[src/rtl/perf_monitor_fwd.sv]
// Retirement performance monitor: event counters, end-of-test self-loop and hang detection.
// Optional longest-stall tracking is enabled with macro PERF_STALL_TRACK_EN.
module perf_monitor_fwd #(
    parameter int unsigned CNT_W       = 32,
    parameter int unsigned HANG_LIMIT  = 1024,
    parameter int unsigned DONE_REPEAT = 4
) (
    input  logic        i_clk,
    input  logic        i_reset,
    input  logic [31:0] i_pc_debug,
    input  logic        i_insn_vld,
    input  logic        i_ctrl,
    input  logic        i_mispred,
    input  logic        i_clr,
    input  logic [2:0]  i_rd_sel,
    output logic [31:0] o_rd_data,
    output logic        o_done,
    output logic        o_hang
);

    localparam int unsigned STALL_W = $clog2(HANG_LIMIT + 1);
    localparam int unsigned STRK_W  = $clog2(DONE_REPEAT + 1);
    localparam int unsigned RD_W    = (CNT_W > 32) ? CNT_W : 32;

    typedef enum logic [1:0] {
        S_IDLE = 2'd0,
        S_RUN  = 2'd1,
        S_DONE = 2'd2,
        S_HANG = 2'd3
    } state_e;

    state_e             state_q, state_d;
    logic [CNT_W-1:0]   cyc_q, cyc_d;
    logic [CNT_W-1:0]   ret_q, ret_d;
    logic [CNT_W-1:0]   ctl_q, ctl_d;
    logic [CNT_W-1:0]   mis_q, mis_d;
    logic [31:0]        last_pc_q, last_pc_d;
    logic [STRK_W-1:0]  streak_q, streak_d;
    logic [STALL_W-1:0] stall_q, stall_d;
    logic               done_q, done_d;
    logic               hang_q, hang_d;
`ifdef PERF_STALL_TRACK_EN
    logic [STALL_W-1:0] max_stall_q, max_stall_d;
`endif

    logic counted;
    logic in_run;

    function automatic logic [CNT_W-1:0] sat_inc(input logic [CNT_W-1:0] v);
        return (v == {CNT_W{1'b1}}) ? v : v + CNT_W'(1);
    endfunction

    // Zero-extend narrow counters, keep the low word of wide ones.
    function automatic logic [31:0] rd_cnt(input logic [CNT_W-1:0] v);
        logic [RD_W-1:0] w;
        w = RD_W'(v);
        return w[31:0];
    endfunction

    // Next-state and counter update; clear wins over any same-cycle retire.
    always_comb begin
        counted     = i_insn_vld && ((state_q == S_IDLE) || (state_q == S_RUN));
        in_run      = (state_q == S_RUN);
        state_d     = state_q;
        cyc_d       = cyc_q;
        ret_d       = ret_q;
        ctl_d       = ctl_q;
        mis_d       = mis_q;
        last_pc_d   = last_pc_q;
        streak_d    = streak_q;
        stall_d     = stall_q;
`ifdef PERF_STALL_TRACK_EN
        max_stall_d = max_stall_q;
`endif
        if (i_clr) begin
            state_d     = S_IDLE;
            cyc_d       = '0;
            ret_d       = '0;
            ctl_d       = '0;
            mis_d       = '0;
            last_pc_d   = '0;
            streak_d    = '0;
            stall_d     = '0;
`ifdef PERF_STALL_TRACK_EN
            max_stall_d = '0;
`endif
        end else begin
            if (counted) begin
                ret_d     = sat_inc(ret_q);
                last_pc_d = i_pc_debug;
                stall_d   = '0;
                if (i_ctrl) begin
                    ctl_d = sat_inc(ctl_q);
                end
                if (i_ctrl && i_mispred) begin
                    mis_d = sat_inc(mis_q);
                end
                if (i_pc_debug == last_pc_q) begin
                    streak_d = (streak_q == {STRK_W{1'b1}}) ? streak_q : streak_q + STRK_W'(1);
                end else begin
                    streak_d = STRK_W'(1);
                end
            end else if (in_run) begin
                stall_d = (stall_q == STALL_W'(HANG_LIMIT)) ? stall_q : stall_q + STALL_W'(1);
            end

            if (in_run || ((state_q == S_IDLE) && i_insn_vld)) begin
                cyc_d = sat_inc(cyc_q);
            end

`ifdef PERF_STALL_TRACK_EN
            if (in_run && (stall_d > max_stall_q)) begin
                max_stall_d = stall_d;
            end
`endif

            case (state_q)
                S_IDLE: begin
                    if (i_insn_vld) begin
                        state_d = S_RUN;
                    end
                end
                S_RUN: begin
                    if (counted && (streak_d == STRK_W'(DONE_REPEAT))) begin
                        state_d = S_DONE;
                    end else if (stall_d == STALL_W'(HANG_LIMIT)) begin
                        state_d = S_HANG;
                    end
                end
                default: state_d = state_q;
            endcase
        end
        done_d = (state_d == S_DONE);
        hang_d = (state_d == S_HANG);
    end

    always_ff @(posedge i_clk or posedge i_reset) begin
        if (i_reset) begin
            state_q     <= S_IDLE;
            cyc_q       <= '0;
            ret_q       <= '0;
            ctl_q       <= '0;
            mis_q       <= '0;
            last_pc_q   <= '0;
            streak_q    <= '0;
            stall_q     <= '0;
            done_q      <= 1'b0;
            hang_q      <= 1'b0;
`ifdef PERF_STALL_TRACK_EN
            max_stall_q <= '0;
`endif
        end else begin
            state_q     <= state_d;
            cyc_q       <= cyc_d;
            ret_q       <= ret_d;
            ctl_q       <= ctl_d;
            mis_q       <= mis_d;
            last_pc_q   <= last_pc_d;
            streak_q    <= streak_d;
            stall_q     <= stall_d;
            done_q      <= done_d;
            hang_q      <= hang_d;
`ifdef PERF_STALL_TRACK_EN
            max_stall_q <= max_stall_d;
`endif
        end
    end

    assign o_done = done_q;
    assign o_hang = hang_q;

    // Register read mux.
    always_comb begin
        o_rd_data = '0;
        case (i_rd_sel)
            3'd0: o_rd_data = rd_cnt(cyc_q);
            3'd1: o_rd_data = rd_cnt(ret_q);
            3'd2: o_rd_data = rd_cnt(ctl_q);
            3'd3: o_rd_data = rd_cnt(mis_q);
            3'd4: o_rd_data = last_pc_q;
`ifdef PERF_STALL_TRACK_EN
            3'd5: o_rd_data = 32'(max_stall_q);
`else
            3'd5: o_rd_data = '0;
`endif
            3'd6: o_rd_data = {30'b0, state_q};
            default: o_rd_data = '0;
        endcase
    end

endmodule

[config.mk]
export PLATFORM = sky130hd
export DESIGN_NAME = perf_monitor_fwd
export DESIGN_NICKNAME = d
export VERILOG_FILES = /design/src/rtl/perf_monitor_fwd.sv
export SDC_FILE = /design/constraint.sdc
export NUM_CORES = 1
export LEC_CHECK = 0
export CAP_MARGIN = 40
export CORE_UTILIZATION = 60
export CTS_BUF_LIST = sky130_fd_sc_hd__clkbuf_8
export CTS_CLUSTER_SIZE = 24
export DETAILED_ROUTE_END_ITERATION = 10
export PLACE_DENSITY = 0.81
export SYNTH_ARGS = -nofsm -noshare
export SYNTH_HDL_FRONTEND = slang
export SYNTH_SLANG_ARGS = --single-unit
[constraint.sdc]
create_clock -name i_clk -period 9.5 [get_ports i_clk]
set_clock_uncertainty 0.05 [all_clocks]
set_input_delay 1.9 -clock i_clk [delete_from_list [all_inputs] [get_ports i_clk]]
set_output_delay 1.9 -clock i_clk [all_outputs]
set_load 0.02 [all_outputs]
==> key figures <==
Critical path
  • R2r startpoint: state_q[1]
  • WP data arrival: 4.90 ns
  • Crit end category: output pin
  • Critical path type: in -> out
  • Reg2reg path depth: 6
  • Critical R2R Capture: mis_q[8]
  • Worst Setup Start Kind: input port
  • FF-to-FF setup slack: 6.49 ns
  • Worst EP required: around 7.6 ns
  • Crit-path max FO: 20

CTS
  • Clock sinks: between 150 and 200
  • Hold buffer count at cts: 0
  • CTS tree: yes
  • Clk_lat worst skew: between 0.4 and 0.5 ns
  • Root Buffer: clkbuf_8
  • Post-cts resize count: 0
  • Postcts setup bufs: 0
  • H-tree depth: 4
  • Clk pin slew, worst setup/hold paths: 0.10 ns
  • Clock tree buffer depth: 2
  • CTS Buf Count: 17

Synthesis
  • Post-synthesis cell type count: 59
  • Most numerous cell in the Yosys netlist: dfrtp_1
  • Share of flip-flops with an asynchronous set or reset: 1.000
  • Syn_nets: 1260
  • Post-synth top cells: dfrtp_1 (178), nor2_1 (159), nand2_1 (126)
  • Yosys reg bits: 178
  • Post-synthesis sequential area ratio: 0.4183
  • Yosys warning count: 0
  • Gate Count Post-Synth: 1212
  • Post-synth top area share: 0.4183
  • Largest area contributor in the netlist: dfrtp_1
  • Synth Flop Type: dfrtp_1
  • Avg Cell Area, Syn: 8.786 sq um
  • Synth top area cells: dfrtp_1 (42%), xnor2_1 (7.2%), nor2_1 (5.6%)
  • EDFF count, synth: 0
  • Mapped cell area: 10650 sq um

Status
  • Status: finished, final reports clean

Floorplan
  • Die X: 135.2 um
  • Die area: 18280 sq um
  • Initial Util: 0.6157
  • Die height: 135.2 um
  • Core ar.: 17300 sq um
  • Row cnt: 48
  • I/O pin count: between 70 and 80

STA
  • Worst-Margin Slew: 0.9704 ns
  • Fmax: 146.0 MHz
  • Final worst-path setup slack: 2.649 ns
  • Period Utilization, post-route: 0.7212
  • Max-slew violations: 0
  • Setup Viol. Count Final: 0
  • Setup_tns: 0 ns
  • Max-slew headroom: 0.3517
  • RSZ-0062 raised after global routing: false
  • Tmin final: 6.851 ns
  • Hold Vio Cnt, Final: 0

Cells and area
  • Number of antenna repair diodes: 0
  • Share of cells above drive strength 1: 0.06166
  • Nets: 1300
  • Final Util: 0.6909
  • Synthesis-to-layout area growth: 12.22%
  • Fin cells: 1490

Detailed routing
  • Routed Antenna Nets: 0
  • Drt pass-1 iters: 6
  • Total number of vias: 9635
  • DRC: 0
  • Drt via density: 6.466
  • DRT iter0 DRCs: 1186
  • DR WL/cell: between 20 and 25 um
  • Final wirelength: 30790 um

Global route
  • Initial antenna violation count: 0
  • First-pass GRT wire length: 49070 um
  • Vias in the first global route: 8862
  • Largest net degree at the start of global routing: 78
  • Remaining global-route overflow: 0
  • GRT Total Usage: 0.3554

Placed design
  • Placed cell count: 1458
  • I/O Buffers: 74
  • GPL Wtd Cong: 1.023
  • Post-DP HPWL: 22670 um
  • Pre-CTS setup slack: roughly 2.8 ns

Min path
  • Worst Hold Launch: last_pc_q[16]
  • Worst min path class: reg -> reg
  • Hold endpoint: last_pc_q[16]
  • Hold Path Depth: 2

Power
  • Peak supply drop: around 0.10 mV
  • Lkg Pwr: 0.004673 uW
  • Power Density: 120.7 nW/um^2

Run
  • Max cap viols: 0
## state kept, by name, indices dropped and copies added (netlist names)
signal and count:
ctl_q 32, o_hang 1, ret_q 32, o_done 1
last_pc_q 32, stall_q 11, state_q 2, cyc_q 32
streak_q 3, mis_q 32
## layout by cell type (no fill, tap or decap), drive strengths merged, types with 12 or more instances in the layout
cell           count
a22oi             31
inv               31
nand4             38
o22ai             24
xnor2             88
buf               17
clkdlybuf4s50     71
and3              19
nand3             46
nor3              41
nor4              37
nor2             159
o21ai             19
or3               19
mux2i             36
clkbuf            17
a21oi             74
xor2              68
dfrtp            178
mux2              12
nand2            127
## area by class of cell
class	count	area (sq um)
clock buffers	17	234.0
well taps	225	281.5
multi-input cells	943	5848
inverters	23	91.34
flip-flops and latches	178	4454
fillers	1375	5346
repair buffers	89	890.9
clock inverters	15	150.1
## worst max-delay path, stage by stage
cell	delay, ns
clkdlybuf4s50_1	0.82
nor2b_1	0.95
a22oi_1	0.18
o22ai_1	0.36
clkdlybuf4s50_1	0.68
## report_power, final
group	switching (uW)	internal (uW)	total (uW)	leakage, uW
registers	17.7	768	786	0.00246
clock network	303	215	518	0.000193
logic	87.6	51.4	139	0.00202
total	408	1030	1440	0.00467
## worst max-delay path by stage
stage	startpoint	endpoint	cells past startpoint
4_1_cts	i_rd_sel[0]	o_rd_data[13]	5
2_1_floorplan	i_reset	ctl_q[0]	1
3_5_place_dp	i_rd_sel[0]	o_rd_data[13]	5
6_report	i_rd_sel[0]	o_rd_data[13]	5
3_3_place_gp	i_rd_sel[0]	o_rd_data[13]	5
5_1_grt	i_rd_sel[0]	o_rd_data[13]	5
## metrics by stage
stage	cell area [sq um]	hold WS, ns	total power, uW
global placement	11460	0.4938	930.8
global route	11950	0.5515	1496
finish	11950	0.5239	1443
CTS	11950	0.5243	1447
detailed placement	11570	0.5014	937.8
floorplan	10650	0.4705	879.0
## cells by family after synthesis
| family | share of synthesized area |
|---|---|
| AND/OR/NAND/NOR | 0.2486 |
| AO/OA/AOI/OAI | 0.1151 |
| flip-flops | 0.4183 |
| XOR/XNOR | 0.1283 |
| buffers and inverters | 0.03278 |
| multiplexers | 0.04864 |
| adder cells (fa/ha/maj) | 0.008224 |
## layer usage
layer  global-route usage  wire, um  vias to the layer above
met1               0.4846     12530                     4668
met5                    0         0                        -
met4               0.1804      1404                        0
li1                     -         -                     4375
met2               0.5405     14010                      507
met3              0.06884      2842                       85
Power figures use the tool's default switching activity.
